==> config.mk <==
export PLATFORM = sky130hd
export DESIGN_NAME = msp430_sequencer
export DESIGN_NICKNAME = d
export VERILOG_FILES = /design/src/rtl/msp430_sequencer.sv
export SDC_FILE = /design/constraint.sdc
export NUM_CORES = 1
export LEC_CHECK = 0
export BUFFER_PORTS_ARGS = -buffer_cell sky130_fd_sc_hd__buf_4
export CAP_MARGIN = 25
export CORE_MARGIN = 2
export CORE_UTILIZATION = 45
export DETAILED_ROUTE_END_ITERATION = 7
export PLACE_DENSITY = 0.87
export SLEW_MARGIN = 20
export SYNTH_ARGS = -nofsm -noshare
export SYNTH_HDL_FRONTEND = slang
export SYNTH_SLANG_ARGS = --single-unit
==> constraint.sdc <==
create_clock -name clk -period 2.9 [get_ports clk]
set_clock_uncertainty 0.15 [all_clocks]
set_input_delay 0.29 -clock clk [delete_from_list [all_inputs] [get_ports clk]]
set_output_delay 0.29 -clock clk [all_outputs]
set_load 0.01 [all_outputs]
==> src/rtl/msp430_sequencer.sv <==
// msp430_sequencer: multi-cycle fetch/decode/execute control FSM for the MSP430 core.
// One instruction in flight; drives register-file controls and memory strobes.
module msp430_sequencer #(
    parameter int unsigned RESET_STALL = 2
) (
    input  logic        clk,
    input  logic        reset,
    input  logic [15:0] mdb_in,
    input  logic        mem_ready,
    input  logic        Zcurrent,
    input  logic        Vcurrent,
    input  logic        Ncurrent,
    input  logic        Ccurrent,
    input  logic [15:0] PC,
    output logic [1:0]  MO,
    output logic [3:0]  srcA,
    output logic [3:0]  dstA,
    output logic [1:0]  As,
    output logic        Ad,
    output logic        OneOp,
    output logic        BW,
    output logic        incSrc,
    output logic        incDst,
    output logic        indirect,
    output logic        RW,
    output logic [3:0]  resultA,
    output logic        SRW,
    output logic        BranchExecute,
    output logic [15:0] BranchAddress,
    output logic        mem_rd,
    output logic        mem_wr,
    output logic [3:0]  fu_op,
    output logic [15:0] ir,
    output logic [15:0] offset_reg
);

    localparam int unsigned CNT_W = (RESET_STALL < 1) ? 1 : $clog2(RESET_STALL + 1);

    localparam logic [1:0] MO_NOP    = 2'd0;
    localparam logic [1:0] MO_NEXT   = 2'd1;
    localparam logic [1:0] MO_OFFSET = 2'd2;
    localparam logic [1:0] MO_PREDEC = 2'd3;

    typedef enum logic [3:0] {
        ST_STALL,
        ST_FETCH,
        ST_DECODE,
        ST_SRC_OFF,
        ST_SRC_RD,
        ST_DST_OFF,
        ST_DST_RD,
        ST_EXEC,
        ST_DST_WR,
        ST_PUSH,
        ST_JUMP
    } state_t;

    state_t             state;
    state_t             nextState;
    logic [CNT_W-1:0]   stallCnt;
    logic               pushMoDone;
    logic               irLoad;
    logic               offLoad;

    logic               isJump;
    logic               isFmt2;
    logic               isFmt1;
    logic [3:0]         opReg;
    logic [3:0]         opcode;
    logic [2:0]         fmt2Op;
    logic               isPush;
    logic               fmt2Wb;
    logic               isCmpBit;
    logic               srwEn;
    logic               cgSrc;
    logic               needSrcOff;
    logic               needSrcRd;
    logic               jumpTaken;
    logic [15:0]        jumpOff;
    state_t             afterSrc;

    // Instruction field breakout from the latched IR
    assign srcA   = ir[11:8];
    assign dstA   = ir[3:0];
    assign As     = ir[5:4];
    assign Ad     = ir[7];
    assign BW     = ir[6];
    assign OneOp  = isFmt2;
    assign opcode = ir[15:12];
    assign fmt2Op = ir[9:7];
    assign fu_op  = isFmt2 ? {1'b0, ir[9:7]} : ir[15:12];

    // Format classification and operand-path decisions
    always_comb begin
        isJump     = (ir[15:13] == 3'b001);
        isFmt2     = (ir[15:10] == 6'b000100);
        isFmt1     = (ir[15:12] >= 4'd4);
        // Format II keeps its single operand register in the low nibble
        opReg      = isFmt2 ? ir[3:0] : ir[11:8];
        isPush     = isFmt2 && (fmt2Op == 3'b100);
        fmt2Wb     = isFmt2 && !fmt2Op[2];
        isCmpBit   = isFmt1 && ((opcode == 4'h9) || (opcode == 4'hB));
        srwEn      = isFmt1 ? !((opcode == 4'h4) || (opcode == 4'hC) || (opcode == 4'hD))
                            : (isFmt2 && ((fmt2Op == 3'b000) || (fmt2Op == 3'b010) || (fmt2Op == 3'b011)));
        // R3 is always a constant generator, R2 only in the indirect modes
        cgSrc      = (opReg == 4'd3) || ((opReg == 4'd2) && ir[5]);
        needSrcOff = (ir[5:4] == 2'b01) && (opReg != 4'd3);
        needSrcRd  = ir[5] && !cgSrc;
        afterSrc   = (isFmt1 && ir[7]) ? ST_DST_OFF : ST_EXEC;
    end

    // Jump condition and sign-extended word offset
    always_comb begin
        jumpOff = {{5{ir[9]}}, ir[9:0], 1'b0};
        case (ir[12:10])
            3'b000:  jumpTaken = !Zcurrent;
            3'b001:  jumpTaken = Zcurrent;
            3'b010:  jumpTaken = !Ccurrent;
            3'b011:  jumpTaken = Ccurrent;
            3'b100:  jumpTaken = Ncurrent;
            3'b101:  jumpTaken = !(Ncurrent ^ Vcurrent);
            3'b110:  jumpTaken = Ncurrent ^ Vcurrent;
            default: jumpTaken = 1'b1;
        endcase
    end

    // State register, stall counter, IR and offset latches
    always_ff @(posedge clk or posedge reset) begin
        if (reset) begin
            state      <= ST_STALL;
            stallCnt   <= CNT_W'(RESET_STALL);
            ir         <= 16'h4303;
            offset_reg <= 16'h0000;
            pushMoDone <= 1'b0;
        end else begin
            state <= nextState;
            if ((state == ST_STALL) && (stallCnt != '0)) begin
                stallCnt <= stallCnt - CNT_W'(1);
            end
            if (irLoad) begin
                ir <= mdb_in;
            end
            if (offLoad) begin
                offset_reg <= mdb_in;
            end
            pushMoDone <= (state == ST_PUSH) && (nextState == ST_PUSH);
        end
    end

    // Next-state and control strobes
    always_comb begin
        nextState     = state;
        MO            = MO_NOP;
        mem_rd        = 1'b0;
        mem_wr        = 1'b0;
        indirect      = 1'b0;
        incSrc        = 1'b0;
        incDst        = 1'b0;
        RW            = 1'b0;
        resultA       = 4'd0;
        SRW           = 1'b0;
        BranchExecute = 1'b0;
        BranchAddress = 16'h0000;
        irLoad        = 1'b0;
        offLoad       = 1'b0;

        case (state)
            ST_STALL: begin
                if (stallCnt == '0) begin
                    nextState = ST_FETCH;
                end
            end
            ST_FETCH: begin
                mem_rd = 1'b1;
                if (mem_ready) begin
                    MO        = MO_NEXT;
                    irLoad    = 1'b1;
                    nextState = ST_DECODE;
                end
            end
            ST_DECODE: begin
                if (isJump) begin
                    nextState = ST_JUMP;
                end else if (isFmt1 || isFmt2) begin
                    if (needSrcOff) begin
                        nextState = ST_SRC_OFF;
                    end else if (needSrcRd) begin
                        nextState = ST_SRC_RD;
                    end else begin
                        nextState = afterSrc;
                    end
                end else begin
                    nextState = ST_FETCH;
                end
            end
            ST_SRC_OFF: begin
                mem_rd = 1'b1;
                if (mem_ready) begin
                    MO        = MO_OFFSET;
                    offLoad   = 1'b1;
                    nextState = ST_SRC_RD;
                end
            end
            ST_SRC_RD: begin
                mem_rd   = 1'b1;
                indirect = ir[5];
                if (mem_ready) begin
                    incSrc    = isFmt1 && (ir[5:4] == 2'b11) && !cgSrc;
                    incDst    = isFmt2 && (ir[5:4] == 2'b11) && !cgSrc;
                    nextState = afterSrc;
                end
            end
            ST_DST_OFF: begin
                mem_rd = 1'b1;
                if (mem_ready) begin
                    MO        = MO_OFFSET;
                    offLoad   = 1'b1;
                    nextState = ST_DST_RD;
                end
            end
            ST_DST_RD: begin
                mem_rd = 1'b1;
                if (mem_ready) begin
                    nextState = ST_EXEC;
                end
            end
            ST_EXEC: begin
                SRW       = srwEn;
                nextState = ST_FETCH;
                if (isPush) begin
                    nextState = ST_PUSH;
                end else if (isFmt1) begin
                    if (ir[7]) begin
                        nextState = isCmpBit ? ST_FETCH : ST_DST_WR;
                    end else if (!isCmpBit) begin
                        RW      = 1'b1;
                        resultA = dstA;
                    end
                end else if (fmt2Wb) begin
                    if (ir[5:4] == 2'b00) begin
                        RW      = 1'b1;
                        resultA = dstA;
                    end else begin
                        nextState = ST_DST_WR;
                    end
                end
            end
            ST_DST_WR: begin
                mem_wr = 1'b1;
                if (mem_ready) begin
                    nextState = ST_FETCH;
                end
            end
            ST_PUSH: begin
                // First cycle pre-decrements SP, then the write is held until accepted
                if (!pushMoDone) begin
                    MO = MO_PREDEC;
                end else begin
                    mem_wr = 1'b1;
                    if (mem_ready) begin
                        nextState = ST_FETCH;
                    end
                end
            end
            ST_JUMP: begin
                BranchAddress = PC + jumpOff;
                BranchExecute = jumpTaken;
                nextState     = ST_FETCH;
            end
            default: begin
                nextState = ST_STALL;
            end
        endcase
    end

endmodule

* Yosys cells after proc, flatten, opt, wreduce, memory -nomap -nowiden
Cells that the tools add are included.
Widths: inputs -> output; s select.
** Storage, ports and cells
- Register bits after elaboration :: 39
- Output and inout bits :: 79
** Operators by class
- $add $sub $neg :: 2
- $lt $le $gt $ge :: 1
- Equal/unequal tests :: 32
- Muxes and demuxes :: 56
- Bitwise logic cells :: 1
- Reductions and logical operators :: 35
** Operator list (number)
- $mux 4 :: 25
- $pmux 4 s11 :: 1
- $eq 4x4->1 const B :: 8
- $mux 1 :: 21
- $eq 4x3->1 const B :: 5
- $add 16x16->16 :: 1
- $eq 4x2->1 const B :: 4
- $mux 16 :: 1
- $logic_and 1x1->1 :: 14
- $eq 3x2->1 const B :: 4
- $eq 3x3->1 const B :: 4
- $mux 2 :: 4
- $logic_or 1x1->1 :: 7
- $pmux 1 s7 :: 1
- $eq 3x1->1 const B :: 2
- $eq 6x3->1 const B :: 1
- $logic_not 1->1 :: 6
- $logic_not 3->1 :: 2
- $pmux 2 s3 :: 1
- $reduce_or 5->1 :: 1
- $eq 4x1->1 const B :: 1
- $ge 4x3->1 const B :: 1
- $logic_not 2->1 :: 2
- $logic_not 4->1 :: 1
- other kinds (9) :: 9

* Depth between registers and ports, before layout
- Word-level depth :: 14
- Mapped depth :: 7

* Least setup slack after synthesis
No wires, ideal clock.
- Kind :: reg2out
- Start point :: register ir[0]
- End point :: output BranchAddress[15]
- Data arrival time :: 2084 ps
- Required time :: 2460 ps
- Slack :: 376 ps
- Cell stages (with the launch flop) :: 8
- Path buffers :: 0
- Path through :: dfstp_2 ha_1 fa_1 a211oi_1 o21a_1 o31ai_2 a2111o_1 o21ai_0
** Between the ends
- Cells in the longest elaborated chain, start to end :: 2
** Ends and longest elaborated chain
- from (decl) :: RTL line 33 : output logic [15:0] ir,
- from (signal assigned) :: RTL line 141 : ir <= mdb_in;
- $add 16x16->16 :: RTL line 266 : BranchAddress = PC + jumpOff;
- $mux 16 :: RTL line 167 : case (state)
- to (decl) :: RTL line 29 : output logic [15:0] BranchAddress,
No other way between the ends.

* Worst setup path in the final report
- Start point :: register ir[0]
- End point :: output BranchAddress[13]
Same word-level chain as after synthesis.

==> flow_summary.toml <==
[grt]
grt_pass1_vias = 2875
grt_pass1_wl_mm = 13.40
antenna_found_initial = 0
grt_max_degree = 40
grt_overflow = 0
grt_usage = 0.2265

[floorplan]
fp-row-count = 29
start_util = 0.4721
io_pins = 118
fp.dieH_um = 86.32
dieWidth_um = 86.32
die_area_um2 = 7450
core_area_um2 = 6459

[worst_hold_path]
worstHoldPathCells = 2
min_path_type = "in2reg"
worstHoldEndpoint = "ir[15]"
hold_start = "mdb_in[15]"

[finish]
num_antenna_cells = 0
layout.nets = 494
stdcell_count = 517
final_common_cell = "buf_4"
area_growth_pct = 39.23
final_area_um2 = 4245
layout_common_cells = "buf_4 (131), dfrtp_1 (33), nor2_1 (30), mux2_2 (23), nand2_1 (22)"
drive_gt1_frac = 0.4727

[pwr]
p_sw_frac = 0.4311
seqPwrFrac = 0.251
power_leakage_nw = 1.961
power_frac_clock = 0.098
ir_worst_vdd_mv = 0.7222
p_sw_mw = 2.014
p_per_area_nw_per_um2 = 1100
p_int_mw = 2.658
power_frac_comb = 0.651

[timing]
setup_viol = 0
period_share = 0.9877
fin_ws_ps = 35.69
whs_ps = 78.06
setup_tns_ps = 0
fmax_mhz = 349.1
finalCriticalPeriod_ps = 2864
finalHoldViolCount = 0
slew_viol_final = 0
maxSlewHeadroom = 0.3882
worst_pin_slew_ps = 917.8

[yosys]
synth-seq-cells = 39
avgSynthCellArea_um2 = 9.440
synthCells = 323
synth_edf_count = 0
ys.flop_type = "dfrtp_1"
synth.distinct_cells = 63
synthesis.nets = 378
async_flop_share = 1.000
synth_area_um2 = 3049
yosys_warnings = 0
seq_area_frac_synth = 0.3225

[critical_path]
crit_family = "compound AO/OA/AOI/OAI gates"
timing.rr.end = "ir[3]"
setup.worst_path.start_class = "register"
worst-path-max-fanout = 4
crit_slowest_cell = "dfstp_2"
max_stage_delay_ps = 570
worstPathRequired_ps = 2460
r2r_cells = 3
end_kind = "output port"
arrival_ps = 2420
r2r_slack_ps = 590
r2r_start = "state[2]"
worstPathBufferInverterCount = 1
path_class = "reg2out"
crit_chain = "ha_4 -> fa_2 -> a211oi_4 -> o21a_1 -> o31ai_4 -> mux2i_1 -> o311ai_0 -> buf_4"

[job]
maxCapViolations = 0

[route]
postRouteAntennaNets = 0
drc = 0
wl_per_cell_um = 16.47
first_pass_iters = 4
vias = 2962
vias_per_cell = 5.729
first_iter_violations = 153
routed_wirelength_mm = 8.516

[placement]
place_worst_setup_slack_ps = 150.0
place_inst = 502
gp_congestion = 0.9322
placed_area_um2 = 3924
dp_hpwl_mm = 6.349
io_buffers = 117

[clock_tree]
clkLatencyLatePin_ps = 300
cts_tree = "yes"
htree_levels = 2
clockRootBuffer = "clkbuf_8"
cts_buffer_depth = 2
clk_pin_slew_worst_paths_ps = 80
clock-sinks = 39
numCtsBuffers = 5

[status]
status = "completed"
cell usage after synthesis (3+ instances only):
cell type | n | area [µm²]
a211oi_1 | 7 | 52.55
a21o_1 | 5 | 37.54
a21oi_1 | 16 | 80.08
and2_1 | 7 | 43.79
buf_4 | 13 | 97.59
clkbuf_1 | 6 | 22.52
dfrtp_1 | 33 | 825.8
dfstp_2 | 6 | 157.7
ha_1 | 15 | 187.7
inv_1 | 12 | 45.04
mux2_2 | 23 | 259.0
mux2_4 | 10 | 150.1
mux2i_1 | 3 | 30.03
nand2_1 | 22 | 82.58
nand2b_1 | 7 | 43.79
nand3_1 | 4 | 20.02
nand3b_1 | 3 | 22.52
nand4_1 | 3 | 18.77
nor2_1 | 31 | 116.4
nor3_1 | 10 | 50.05
nor3b_1 | 3 | 22.52
nor4_1 | 5 | 31.28
o2111ai_1 | 3 | 26.28
o21a_1 | 7 | 52.55
o21ai_0 | 14 | 70.07
or2_2 | 3 | 18.77
or3_1 | 4 | 25.02
xnor2_1 | 5 | 43.79
xor2_1 | 3 | 26.28
logic make-up after synthesis:
kind of cell	Yosys count	synth area share
and+or+nand+nor	112	0.1920
xor gates and xnor gates	8	0.02298
DFF	39	0.3225
adders and majority gates	16	0.06812
AOI/OAI and AO/OA	76	0.1806
buffers and inverters	36	0.06975
muxes	36	0.1440
cell type report:
cell class	count	area, µm²
Multi-Input combinational cell	248	1999
Fill cell	519	2213
Inverter	12	45.04
Clock buffer	5	68.82
Tap cell	77	96.34
Timing Repair Buffer	133	1008
Sequential cell	39	983.4
Clock inverter	3	43.79
power by group through the flow:
| stage | Combinational [mW] | Clock (mW) | Sequential (mW) |
|---|---|---|---|
| 4_1_cts | 2.82 | 0.468 | 1.17 |
| 5_1_grt | 3.31 | 0.487 | 1.22 |
| 2_1_floorplan | 1.76 | 0 | 1.20 |
| 3_5_place_dp | 2.74 | 0 | 1.17 |
| 3_3_place_gp | 2.68 | 0 | 1.15 |
| 6_report | 3.04 | 0.456 | 1.17 |
per-stage QoR:
| step | util | total power, mW |
|---|---|---|
| finish | 0.6573 | 4.671 |
| global route | 0.6573 | 5.014 |
| CTS | 0.6360 | 4.454 |
| detailed placement | 0.6075 | 3.906 |
| global placement | 0.6075 | 3.830 |
| floorplan | - | 2.966 |
worst max-delay path by stage:
stage           from                end  slack [ps]  cells past startpoint
6_report       ir[0]  BranchAddress[13]          40                      8
3_3_place_gp   PC[1]  BranchAddress[15]         150                      9
3_5_place_dp   PC[1]  BranchAddress[15]         150                      9
4_1_cts        ir[0]  BranchAddress[15]          10                      8
2_1_floorplan  ir[0]  BranchAddress[15]         380                      7
5_1_grt        ir[0]  BranchAddress[13]         -60                      8
repair_timing:
| item | CTS | global route |
|---|---|---|
| gates resized for setup | 10 | 21 |
| endpoints found under the hold margin | 33 | 0 |
| pin swaps | 4 | 8 |
| buffers inserted | 1 | 5 |
| hold buffers | 1 | 0 |
| endpoints found under the setup margin | 6 | 7 |
routing by layer:
metal	share of wire	GRT usage	vias to the layer above
met5	0	0	-
li1	-	-	1405
met2	0.49	0.3834	126
met1	0.42	0.2875	1412
met4	0.023	0.08807	0
met3	0.069	0.04190	19
No activity file was read; power rests on OpenSTA's default activity.
